<file path="config.mk">
export PLATFORM = sky130hd
export DESIGN_NAME = stack_burst_seq
export DESIGN_NICKNAME = d
export VERILOG_FILES = /design/src/rtl/stack_burst_seq.sv
export SDC_FILE = /design/constraint.sdc
export NUM_CORES = 1
export LEC_CHECK = 0
export BUFFER_PORTS_ARGS = -buffer_cell sky130_fd_sc_hd__buf_2
export CORE_MARGIN = 3
export CORE_UTILIZATION = 40
export CTS_CLUSTER_DIAMETER = 120
export DETAILED_ROUTE_END_ITERATION = 10
export PLACE_DENSITY = 0.75
export SYNTH_ARGS = -nofsm -noshare
export SYNTH_HDL_FRONTEND = slang
export SYNTH_SLANG_ARGS = --single-unit
</file>
<file path="constraint.sdc">
create_clock -name clk -period 4.6 [get_ports clk]
set_clock_uncertainty 0.05 [all_clocks]
set_input_delay 0.23 -clock clk [delete_from_list [all_inputs] [get_ports clk]]
set_output_delay 0.23 -clock clk [all_outputs]
set_load 0.005 [all_outputs]
</file>
<file path="src/rtl/stack_burst_seq.sv">
`default_nettype none
// ============================================================================
//  Module   : stack_burst_seq
//  Purpose  : Multi-register stack transfer sequencer. Walks the set bits of a
//             push/pop register mask and issues one SS-relative stack memory
//             transfer per set bit, producing the final SP.
//             - Push order is lowest set bit first; SP is pre-decremented.
//             - Pop order is highest set bit first; SP is post-incremented.
//  Ports    :
//    clk, reset              clock, asynchronous active-high reset
//    start, dir, mask, sp_in operation request (latched in IDLE)
//    busy, done, sp_out, sp_we  status, completion pulse, SP result/commit
//    reg_sel, reg_rdata      register slot select and its current value
//    reg_wdata, reg_we       popped value and its write strobe
//    mem_req, mem_we, mem_addr, mem_wdata, mem_rdata, mem_ack  stack bus
//  Revision : 1.0  initial release
// ============================================================================
module stack_burst_seq #(
  parameter int MASK_W = 16,
  parameter int ADDR_W = 16,
  parameter int DATA_W = 16,
  parameter logic [MASK_W-1:0] DISC_MASK = MASK_W'(16'h0020)
) (
  input  logic                       clk,
  input  logic                       reset,
  input  logic                       start,
  input  logic                       dir,
  input  logic [MASK_W-1:0]          mask,
  input  logic [ADDR_W-1:0]          sp_in,
  output logic                       busy,
  output logic                       done,
  output logic [ADDR_W-1:0]          sp_out,
  output logic                       sp_we,
  output logic [$clog2(MASK_W)-1:0]  reg_sel,
  input  logic [DATA_W-1:0]          reg_rdata,
  output logic [DATA_W-1:0]          reg_wdata,
  output logic                       reg_we,
  output logic                       mem_req,
  output logic                       mem_we,
  output logic [ADDR_W-1:0]          mem_addr,
  output logic [DATA_W-1:0]          mem_wdata,
  input  logic [DATA_W-1:0]          mem_rdata,
  input  logic                       mem_ack
);

  localparam int SEL_W = $clog2(MASK_W);
  localparam logic [ADDR_W-1:0] STEP = ADDR_W'(DATA_W / 8);

  typedef enum logic [1:0] {
    IDLE = 2'd0,
    SCAN = 2'd1,
    REQ  = 2'd2
  } state_t;

  state_t              state;
  logic                dir_q;
  logic [MASK_W-1:0]   rem;       // slots still to transfer
  logic [SEL_W-1:0]    pick;      // next slot to transfer
  logic [MASK_W-1:0]   pick_bit;

  // Push walks upward (lowest set bit), pop walks downward (highest set bit).
  // The last assignment in each loop wins, giving the required priority.
  always_comb begin
    pick = '0;
    if (dir_q) begin
      for (int i = 0; i < MASK_W; i++)
        if (rem[i]) pick = SEL_W'(i);
    end else begin
      for (int i = MASK_W - 1; i >= 0; i--)
        if (rem[i]) pick = SEL_W'(i);
    end
    pick_bit = MASK_W'(1) << pick;
  end

  assign busy      = (state != IDLE);
  assign mem_wdata = (mem_req && mem_we) ? reg_rdata : '0;

  // done/sp_we/reg_we are registered on the edge that enters SCAN, so they are
  // high during that SCAN cycle and reg_sel still names the popped slot.
  always_ff @(posedge clk or posedge reset) begin
    if (reset) begin
      state     <= IDLE;
      dir_q     <= 1'b0;
      rem       <= '0;
      sp_out    <= '0;
      done      <= 1'b0;
      sp_we     <= 1'b0;
      reg_sel   <= '0;
      reg_wdata <= '0;
      reg_we    <= 1'b0;
      mem_req   <= 1'b0;
      mem_we    <= 1'b0;
      mem_addr  <= '0;
    end else begin
      done   <= 1'b0;
      sp_we  <= 1'b0;
      reg_we <= 1'b0;
      case (state)
        IDLE: begin
          if (start) begin
            dir_q  <= dir;
            rem    <= mask;
            sp_out <= sp_in;
            done   <= (mask == '0);
            sp_we  <= (mask == '0);
            state  <= SCAN;
          end
        end
        SCAN: begin
          if (rem == '0) begin
            state <= IDLE;
          end else begin
            reg_sel  <= pick;
            mem_addr <= dir_q ? sp_out : sp_out - STEP;
            rem      <= rem & ~pick_bit;
            mem_req  <= 1'b1;
            mem_we   <= ~dir_q;
            state    <= REQ;
          end
        end
        REQ: begin
          if (mem_ack) begin
            mem_req <= 1'b0;
            mem_we  <= 1'b0;
            sp_out  <= dir_q ? sp_out + STEP : sp_out - STEP;
            if (dir_q) begin
              reg_wdata <= mem_rdata;
              reg_we    <= ~DISC_MASK[reg_sel];
            end
            // rem already excludes the slot just transferred.
            done  <= (rem == '0);
            sp_we <= (rem == '0);
            state <= SCAN;
          end
        end
        default: state <= IDLE;
      endcase
    end
  end

endmodule
`default_nettype wire

</file>
Word level (Yosys, flattened, before mapping):

Memory sizes are Yosys's and may differ from the RTL's.
Cells that the tools add are included.

* equal/unequal tests: 5
* bitwise logic cells: 5
* reductions and logical operators: 15
* shift-type cells: 1
* magnitude comparators: 1
* muxes and demuxes: 57
* $add $sub $neg: 2

Operator list (number)
* $mux 4: 31
* $mux 16: 7
* $pmux 16 s2: 2
* $logic_not 16->1: 2
* $add 16x2->16 const B: 1
* $and 16x16->16: 1
* $not 16->16: 1
* $shl 1x4->16 const A: 1
* $sub 16x2->16 const B: 1
* $reduce_and 3->1: 4
* $mux 1: 10
* $reduce_bool 2->1: 4
* $mux 2: 3
* $ne 2x2->1 const B: 3
* $pmux 1 s2: 3
* $pmux 2 s3: 1
* $reduce_and 2->1: 3
* $lt 4x5->1 const B: 1
* $not 1->1: 3
* $eq 2x1->1 const B: 1
* $eq 2x2->1 const B: 1
* $logic_not 2->1: 1
* $logic_and 1x1->1: 1

* input port bits: 69
* flip-flop bits (word level): 75
* memories: 1
* memory bits (read-only): 16
* output and inout port bits: 74
* logic and storage cells: 98

Memories
* (no name shown): depth 16, bits a word 1, read ports 1, clocked after memory_dff 0, wr ports 0, RTL line 128 `reg_we <= ~DISC_MASK[reg_sel];`

Depth between registers and ports, before layout:

* depth in word-level cells: 22
* gate-level depth with buffers: 9
* depth with buffers taken out: 8

Worst setup path before layout:

No wires, ideal clock.

* kind: reg-to-reg
* start point: reg sp_out[8]
* end point: reg sp_out[15]
* path slack: 2084 ps
* path buffers: 2
* data arrival time: 2395 ps
* cell stages (with the launch flop): 9
* path through: dfrtp_1 buf_6 or4_1 or4_1 buf_2 nor4b_4 a41oi_2 or4_1 nand4_1

* cells in the longest elaborated chain, start to end: 4
* elaborated cells on any way between the ends: 5
* those cells by class: add/sub: 2; mux: 3

RTL lines
* start: declaration: RTL line 32 `output logic [ADDR_W-1:0] sp_out,`
* start signal: assignment: RTL line 103 `sp_out <= sp_in;`
* start signal: assignment: RTL line 125 `sp_out <= dir_q ? sp_out + STEP : sp_out - STEP;`
* $sub 16x2->16 / $add 16x2->16 (equally long branches): RTL line 125
* $mux 16 *: RTL line 125
* $mux 16 *: RTL line 122 `if (mem_ack) begin`
* $pmux 16 s2 *: RTL line 98 `case (state)`

Every way passes the cells marked *; elsewhere a longest branch is shown, timed or not. The select of a mux whose other input is x is not followed.
A chain may end at the register's enable or synchronous reset.

Worst setup path in the final report:

* start point: reg dir_q
* end point: reg sp_out[14]

* cells in the longest elaborated chain, start to end: 3

RTL lines
* start: declaration: RTL line 56 `logic dir_q;`
* start signal: assignment: RTL line 101 `dir_q <= dir;`
* $mux 16: RTL line 125
* $mux 16: RTL line 122
* $pmux 16 s2: RTL line 98

Every way passes these cells. The select of a mux whose other input is x is not followed.

==> qor.csv <==
metric,value,unit
IO Port Bufs,142,
Global Route Usage Sum,0.2013,
TritonCTS Sinks,75,
CTS Buffer Depth,2,
starting density of the core,0.4114,
CP arrival,2920,ps
synth unique cells,51,
DR DRC count,0,
share of layout cells above drive strength 1,0.3093,
H-tree levels,3,
FILL cells,980,
"Clk Latency, worst-skew pair",350,ps
vias in the first global route,3993,
Seq pwr share,0.385,
Reg2Reg Launch Point,dir_q,
Die X,109.3,um
Min-Delay Path Class,input pin to flip-flop,
CTS resizes,0,
worst setup path category,flip-flop to flip-flop,
Final Cycle Share,0.5953,
mapped cell area,0.004267,mm2
DRT Pass-1 Iters,5,
Post-DP HPWL,8853,um
Post-synth EDFFs,0,
Final Hold Vio Count,0,
RSZ-0062 raised after global routing,no,
Synth Instances,480,
Hold Crit Start,sp_in[0],
final setup fails,0,
Switch Pwr,0.001589,W
core area,0.01037,mm2
"Seq/Total Area, Yosys",0.4399,
post-layout min period,2738,ps
switch share,0.4432,
syn avg cell area,8.889,um2
Clock Power Share,0.142,
total gr overflow,0,
antenna cells,0,
CTS tree,yes,
run status,finished clean,
drt via density,5.608,
initial antenna violation count,0,
via count,4189,
YS warnings,0,
crit path launch type,flip-flop,
Total Wirelength,11790,um
Main synth FF type,dfrtp_1,
die span in y,109.3,um
Cell Rows,37,
Initial DRC Count,296,
area occupied by multi-input gates,0.002210,mm2
average wire per standard cell,15.78,um
global-route wire length before repair,19160,um
TritonCTS Buffers,9,
clk root buf,clkbuf_8,
P_int,0.001996,W
#FFs+latches synth,75,
cell count of the worst reg-to-reg path,6,
Max Slew Vio Count,0,
Synth-to-Final Area Change,23.31,%
maxcap violations,0,
largest net degree at the start of global routing,46,
worst path required time,4780,ps
Reg-to-Reg End,sp_out[14],
Post-synth ARST share,1.000,
P per Cell Area,681.5,mW/mm2
Slew headroom,0.1004,
flop-to-flop setup slack,1860,ps
logic gate share of total power,0.473,
clk slew on worst S/H paths,70,ps
hold path endpoint,sp_out[0],
Critical Path Sink Type,flip-flop,
Final #Nets,680,
I/O pin count,143,
setup TNS,0,ps
Final Util,0.5074,
setup bufs post-CTS,0,
Hold Path Stages,3,
Crit Path Max Fanout,22,
syn nets,553,
Leakage,2.456,nW
Post-DRT Antenna Nets,0,
achievable clock frequency,0.3652,GHz
area occupied by registers,0.001877,mm2
Worst Tran Pin Value,1340,ps
Max IR drop VDD,0.3095,mV
Placer Congestion,0.9342,
die area,0.01194,mm2
-- stage by stage --
step                      power [W]  hold WS, ps  instance area, um2  worst slack, ps  instances
after global placement     0.003026        286.8                5057             1956        731
after detailed placement   0.003086        299.3                5057             1873        731
after CTS                  0.003600        4.033                5261             1860        747
after global routing       0.003929        21.27                5261             1566        747
final                      0.003586        17.97                5261             1862        747
after floorplan            0.002443        285.4                4267             2084        480
-- area by class of cell --
cell class / count / area share
clock buffer: 13 / 0.03020
clock inverter: 2 / 0.006659
inverter: 12 / 0.008561
multi-input combinational: 360 / 0.4200
sequential: 75 / 0.3567
tap: 136 / 0.03234
timing repair buffer: 149 / 0.1455
-- critical path, cell delays in order (launching register included) --
cell	delay, ps
dfrtp_1	620
or3_1	510
or3_2	540
nor3_1	390
a32oi_1	120
o22ai_1	160
o2bb2a_1	230
-- placed cells by master, fill, tap and decap left out, types with 4 or more instances in the layout --
cell,instances
nand4_1,4
o21ai_0,33
clkbuf_8,11
buf_4,6
or3_1,14
a21oi_1,32
nor3_1,12
inv_1,10
nand2b_1,5
and2_1,5
o311ai_0,9
xor2_1,6
or4_1,4
nand2_1,57
nor2_1,29
a31oi_1,7
mux2_2,17
dfrtp_1,75
ha_1,4
a2111oi_0,7
and3_1,25
a211oi_1,4
buf_2,142
nor4_1,9
nand3_1,24
xnor2_1,8
o22ai_1,10
-- Yosys cell counts (3+ instances only) --
library cell / n / area share
o22ai_1: 10 / 0.015
xor2_1: 6 / 0.012
nor3_1: 12 / 0.014
a31oi_1: 7 / 0.010
o311ai_0: 9 / 0.018
clkbuf_1: 28 / 0.025
nand4_1: 4 / 0.0059
nor2_1: 29 / 0.026
dfrtp_1: 75 / 0.44
nor2b_1: 4 / 0.0059
and2_1: 5 / 0.0073
nand3_1: 24 / 0.028
inv_1: 11 / 0.0097
mux2_2: 17 / 0.045
a2111oi_0: 7 / 0.014
o21ai_0: 34 / 0.040
nor4_1: 9 / 0.013
o211ai_1: 3 / 0.0053
o2bb2a_1: 3 / 0.0070
a21oi_1: 32 / 0.038
or4_1: 4 / 0.0070
ha_1: 4 / 0.012
and3_1: 25 / 0.037
nand2b_1: 5 / 0.0073
xnor2_1: 8 / 0.016
a211oi_1: 4 / 0.0070
or3_1: 14 / 0.021
nand2_1: 57 / 0.050
-- sequential cells by signal, indices dropped and copies added, names as in the netlist --
register	cells
sp_out	16
mem_addr	16
reg_wdata	16
state	2
sp_we	1
reg_sel	4
mem_req	1
dir_q	1
mem_we	1
rem	16
reg_we	1
-- per-layer routing --
metal	up-vias	routed length (um)	part of all wire	track usage
met5	-	0	0	0
met4	0	196	0.017	0.08370
met3	19	941	0.080	0.03612
met2	178	5837	0.50	0.3320
met1	1971	4815	0.41	0.2603
li1	2021	-	-	-
-- power groups by stage --
stage,logic [W],registers (W),clock network (W)
floorplan,0.00119,0.00125,0
global placement,0.00167,0.00136,0
detailed placement,0.00170,0.00139,0
CTS,0.00170,0.00138,0.000521
global route,0.00194,0.00144,0.000549
finish,0.00170,0.00138,0.000510
-- kinds of logic after synthesis --
group | count (synthesis) | synth area share
AOI/OAI and AO/OA | 125 | 0.1894
xor gates and xnor gates | 14 | 0.02874
adders and majority gates | 4 | 0.01173
buffers and inverters | 45 | 0.04369
DFF | 75 | 0.4399
muxes | 17 | 0.04487
and+or+nand+nor | 200 | 0.2416
-- worst max path at each step --
stage | start | end
2_1_floorplan | sp_out[8] | sp_out[15]
3_3_place_gp | dir_q | sp_out[14]
3_5_place_dp | dir_q | sp_out[14]
4_1_cts | dir_q | sp_out[14]
5_1_grt | dir_q | rem[8]
6_report | dir_q | sp_out[14]
-- repair_timing --
item | 4_1_cts | 5_1_grt
endpoints found under the setup margin | 0 | 0
endpoints found under the hold margin | 30 | 0
hold buffers | 1 | 0
Note: power is estimated with default switching activity, not from simulation.
